==> src/rtl/rmw_mem_arbiter.sv <==
// Two-requester round-robin arbiter in front of a read-first RAM doing read-modify-write.
// Two-stage pipeline (S1 read issue, S2 merge/write/respond) with a write bypass for back-to-back hits.
module rmw_mem_arbiter #(
    parameter int unsigned ADDR_W = 10,
    parameter int unsigned DATA_W = 16
) (
    input  logic              clk,
    input  logic              reset,
    input  logic              a_req,
    input  logic [ADDR_W-1:0] a_addr,
    input  logic [DATA_W-1:0] a_din,
    input  logic [DATA_W-1:0] a_wen,
    output logic              a_gnt,
    input  logic              b_req,
    input  logic [ADDR_W-1:0] b_addr,
    input  logic [DATA_W-1:0] b_din,
    input  logic [DATA_W-1:0] b_wen,
    output logic              b_gnt,
    output logic              ram_rd_en,
    output logic [ADDR_W-1:0] ram_rd_addr,
    input  logic [DATA_W-1:0] ram_rd_data,
    output logic              ram_wr_en,
    output logic [ADDR_W-1:0] ram_wr_addr,
    output logic [DATA_W-1:0] ram_wr_data,
    output logic              rsp_valid,
    output logic              rsp_id,
    output logic [DATA_W-1:0] rsp_rdata,
    output logic              busy
);

    logic              last_b_q;  // 1: B won the most recent transfer
    logic              a_xfer, b_xfer;

    logic              s1_valid_q, s1_valid_d;
    logic              s1_id_q, s1_id_d;
    logic [ADDR_W-1:0] s1_addr_q, s1_addr_d;
    logic [DATA_W-1:0] s1_din_q, s1_din_d;
    logic [DATA_W-1:0] s1_wen_q, s1_wen_d;

    logic              s2_valid_q;
    logic              s2_id_q;
    logic [ADDR_W-1:0] s2_addr_q;
    logic [DATA_W-1:0] s2_din_q;
    logic [DATA_W-1:0] s2_wen_q;

    logic              byp_hit_q, byp_hit_d;
    logic [DATA_W-1:0] byp_data_q;
    logic [DATA_W-1:0] old_word, merged;

    always_comb begin
        a_gnt = ~reset & a_req & (~b_req | last_b_q);
        b_gnt = ~reset & b_req & (~a_req | ~last_b_q);
    end

    assign a_xfer = a_req & a_gnt;
    assign b_xfer = b_req & b_gnt;

    always_comb begin
        s1_valid_d = a_xfer | b_xfer;
        s1_id_d    = b_xfer;
        s1_addr_d  = b_xfer ? b_addr : a_addr;
        s1_din_d   = b_xfer ? b_din : a_din;
        s1_wen_d   = b_xfer ? b_wen : a_wen;
    end

    // The RAM read issued from S1 misses a write committed on that same edge by S2.
    always_comb begin
        byp_hit_d = s1_valid_q & s2_valid_q & (|s2_wen_q) & (s1_addr_q == s2_addr_q);
    end

    always_comb begin
        old_word = reset ? '0 : (byp_hit_q ? byp_data_q : ram_rd_data);
        merged   = (s2_din_q & s2_wen_q) | (old_word & ~s2_wen_q);
    end

    always_ff @(posedge clk or posedge reset) begin
        if (reset) begin
            last_b_q   <= 1'b1;
            s1_valid_q <= 1'b0;
            s1_id_q    <= 1'b0;
            s1_addr_q  <= '0;
            s1_din_q   <= '0;
            s1_wen_q   <= '0;
            s2_valid_q <= 1'b0;
            s2_id_q    <= 1'b0;
            s2_addr_q  <= '0;
            s2_din_q   <= '0;
            s2_wen_q   <= '0;
            byp_hit_q  <= 1'b0;
            byp_data_q <= '0;
        end else begin
            if (a_xfer || b_xfer) begin
                last_b_q <= b_xfer;
            end
            s1_valid_q <= s1_valid_d;
            s1_id_q    <= s1_id_d;
            s1_addr_q  <= s1_addr_d;
            s1_din_q   <= s1_din_d;
            s1_wen_q   <= s1_wen_d;
            s2_valid_q <= s1_valid_q;
            s2_id_q    <= s1_id_q;
            s2_addr_q  <= s1_addr_q;
            s2_din_q   <= s1_din_q;
            s2_wen_q   <= s1_wen_q;
            byp_hit_q  <= byp_hit_d;
            byp_data_q <= merged;
        end
    end

    always_comb begin
        ram_rd_en   = s1_valid_q;
        ram_rd_addr = s1_addr_q;
        ram_wr_en   = s2_valid_q & (|s2_wen_q);
        ram_wr_addr = s2_addr_q;
        ram_wr_data = merged;
        rsp_valid   = s2_valid_q;
        rsp_id      = s2_id_q;
        rsp_rdata   = old_word;
        busy        = s1_valid_q | s2_valid_q;
    end

endmodule

==> config.mk <==
export PLATFORM = sky130hd
export DESIGN_NAME = rmw_mem_arbiter
export DESIGN_NICKNAME = d
export VERILOG_FILES = /design/src/rtl/rmw_mem_arbiter.sv
export SDC_FILE = /design/constraint.sdc
export NUM_CORES = 1
export LEC_CHECK = 0
export BUFFER_PORTS_ARGS = -buffer_cell sky130_fd_sc_hd__buf_2
export CORE_MARGIN = 4
export CORE_UTILIZATION = 43
export DETAILED_ROUTE_END_ITERATION = 7
export GPL_TIMING_DRIVEN = 0
export HOLD_SLACK_MARGIN = 0.12
export PLACE_DENSITY = 0.76
export SLEW_MARGIN = 10
export SYNTH_ARGS = -nofsm -noshare
export SYNTH_HDL_FRONTEND = slang
export SYNTH_SLANG_ARGS = --single-unit
==> constraint.sdc <==
create_clock -name clk -period 3.4 [get_ports clk]
set_clock_uncertainty 0.15 [all_clocks]
set_input_delay 0.17 -clock clk [delete_from_list [all_inputs] [get_ports clk]]
set_output_delay 0.17 -clock clk [all_outputs]
set_load 0.02 [all_outputs]
==> reports/qor.yml <==
pwr:
  peakVddDrop_mv: 0.276
  leakage_uw: 0.00288
  p_seq_frac: 0.519
  power_frac_comb: 0.180
  intPower_uw: 2010
  power.switching_uw: 732
  clkPwrFrac: 0.301
  swShare: 0.267
  power.density_nw_per_um2: 453
placed_design:
  gp_congestion: 0.821
  numPortBuffers: 161
  dp_hpwl_um: 6770
  place_area_um2: 4820
timing:
  max_slew_margin: 0.493
  fmax_mhz: 414
  tns_ns: 0
  layout_min_cycle_time_ns: 2.41
  hold_viol: 0
  post-route-period-util: 0.710
  finalSetupViolations: 0
  rsz0062_at_grt: "false"
  drv_slew: 0
  tightest_slew_ns: 0.759
grt:
  antenna_found_initial: 0
  grt.overflow.total: 0
  grt_pass1_wl_um: 16200
  grt_max_degree: 39
  first_global_vias: 3207
  grt_usage: 0.207
synth:
  ys_seq_elements: 106
  syn_area_um2: 3840
  synth_top_cells_by_area: "dfrtp_1, mux2_2, mux2i_1"
  synth_cell_types: 25
  yosysWarningCount: 0
  synth_top_area_frac: 0.685
  synthFlopType: "dfrtp_1"
  avgSynthCellArea_um2: 15.1
  synth_cells: 254
  seq_area_frac_synth: 0.692
  async_reset_ff_frac: 1.00
  synth_top_area_cell: "dfrtp_1"
  syn-num-nets: 358
  synth_edf_count: 0
run:
  drv_cap: 0
critical_path:
  cp.buffers_inverters: 4
  rrSetupSlack_ns: 1.25
  worst_r2r_endpoint: "s1_wen_q[10]"
  cp_slowest_cell: "dlygate4sd3_1"
  path_class: "in2reg"
  r2r_start: "last_b_q"
  cp.arrival_ns: 2.50
  crit_path_start_kind: "input port"
  crit_path_end_kind: "flop"
  path_delay_family: "buffers and inverters"
  critical-path-max-stage-delay_ns: 0.57
  crit_cells: 7
  worstPathCellList: "dlygate4sd3_1 -> buf_6 -> nand2b_4 -> a21oi_4 -> buf_6 -> mux2_2 -> dlygate4sd3_1"
  crit_required_ns: 3.49
  cp_max_fo: 10
  reg2reg_depth: 4
final_layout:
  syn_to_final_growth_pct: 57.6
  final_cell_mix: "buf_2, dfrtp_1, dlygate4sd3_1"
  num_antenna_cells: 0
  nets: 633
  layout_commonest_cell: "buf_2"
  drive_above_1_share: 0.433
  finalInstanceArea_um2: 6050
detailed_routing:
  drtAntennaViolNets: 0
  dr.pass1.iters: 4
  viasPerCell: 4.70
  remaining_drc_errors: 0
  drt_iter0_markers: 60
  wl_um: 10500
  vias: 3018
  wire_per_inst_um: 16.3
worst_hold_path:
  min_from: "ram_rd_data[2]"
  worstHoldPathCells: 3
  hold_path.class: "in2reg"
  min_to: "byp_data_q[2]"
die:
  ios: 163
  dieArea_um2: 10500
  core-area_um2: 8720
  fp-row-count: 34
  dieWidth_um: 102
  die_h_um: 102
  initial_core_util: 0.440
status:
  status: "completed"
clock_network:
  cts_sinks: 106
  cts-buffers-inserted: 9
  clk_path_buf_depth: 2
  tritoncts: "done"
  root_buffer: "clkbuf_8"
  htreeDepth: 3
  post_cts_buffers: 0
  clock_latency_ns: 0.36
  clkTransAtPathRegs_ns: 0.10
-- synthesized netlist by cell type (2+ instances only) --
master and number:
inv_1 3, xnor2_1 3, dfrtp_1 105, nor4_1 5, mux2_2 40, nor2_1 18
buf_6 5, o31ai_1 16, mux2_1 2, and4_1 2, mux2i_1 16, xor2_1 7
clkbuf_1 3, nand2_1 17, a21oi_1 2
-- metal layers --
metal | routed length, µm | share of wire | GRT usage
met3 | 454 | 0.043 | 0.0334
met2 | 5730 | 0.55 | 0.375
met1 | 4010 | 0.38 | 0.241
met4 | 292 | 0.028 | 0.0868
met5 | 0 | 0 | 0
-- state kept, by name (all words and copies together) (netlist names) --
signal,cells
byp_data_q,16
s1_din_q,16
s1_wen_q,16
s2_din_q,16
s2_wen_q,16
ram_rd_addr,10
ram_wr_addr,10
byp_hit_q,1
last_b_q,1
ram_rd_en,1
rsp_id,1
rsp_valid,1
s1_id_q,1
-- power groups by stage --
| stage | registers (µW) | logic, µW | clock network (µW) |
|---|---|---|---|
| detailed placement | 1450 | 375 | 0 |
| CTS | 1420 | 488 | 847 |
| finish | 1420 | 493 | 824 |
| global placement | 1440 | 362 | 0 |
| global route | 1440 | 533 | 901 |
| floorplan | 1460 | 191 | 0 |
-- worst register-to-register path: stages, from the launching register on --
cell and delay (ns):
dfstp_2 0.41, a21oi_4 0.33, buf_6 0.22, mux2_2 0.36
dlygate4sd3_1 0.57
-- area by class of cell --
cell class	instances	area, µm²
plain buffers	10	80.1
clock buffers	10	138
clock inverters	6	78.8
fillers	612	2670
inverters	3	15.0
multi-input cells	135	1090
flip-flops and latches	106	2650
well taps	108	135
repair buffers	264	1860
-- cell families after synthesis --
logic type | after synthesis | synth area share
flops | 106 | 0.692
mux | 58 | 0.165
simple gates | 46 | 0.0551
compound gates | 21 | 0.0417
buf+inv | 13 | 0.0238
xor+xnor | 10 | 0.0228
-- worst max-delay path by stage --
stage                     startpoint              to  slack (ns)
after floorplan                reset   byp_data_q[0]        1.43
after global placement         reset  ram_rd_addr[0]        0.85
after detailed placement   byp_hit_q  ram_wr_data[5]        1.52
after CTS                      reset    s1_wen_q[14]        1.01
after global routing       byp_hit_q  ram_wr_data[5]        0.94
final                          reset    s1_wen_q[10]        0.99
-- timing repair --
item	4_1_cts	5_1_grt
hold endpoints to repair	59	0
endpoints found under the setup margin	0	0
hold buffers	101	0
resized for setup	0	0
-- per-stage QoR --
step                power, µW   util  worst slack [ns]  hold slack (ns)  instances
floorplan                1650      -              1.43            0.107        254
global placement         1810  0.548             0.849            0.181        523
detailed placement       1820  0.553              1.52            0.185        525
CTS                      2760  0.694              1.01            0.127        642
global route             2870  0.694             0.938            0.185        642
finish                   2740  0.694             0.986            0.135        642
Note: power is estimated with default switching activity, not from simulation.
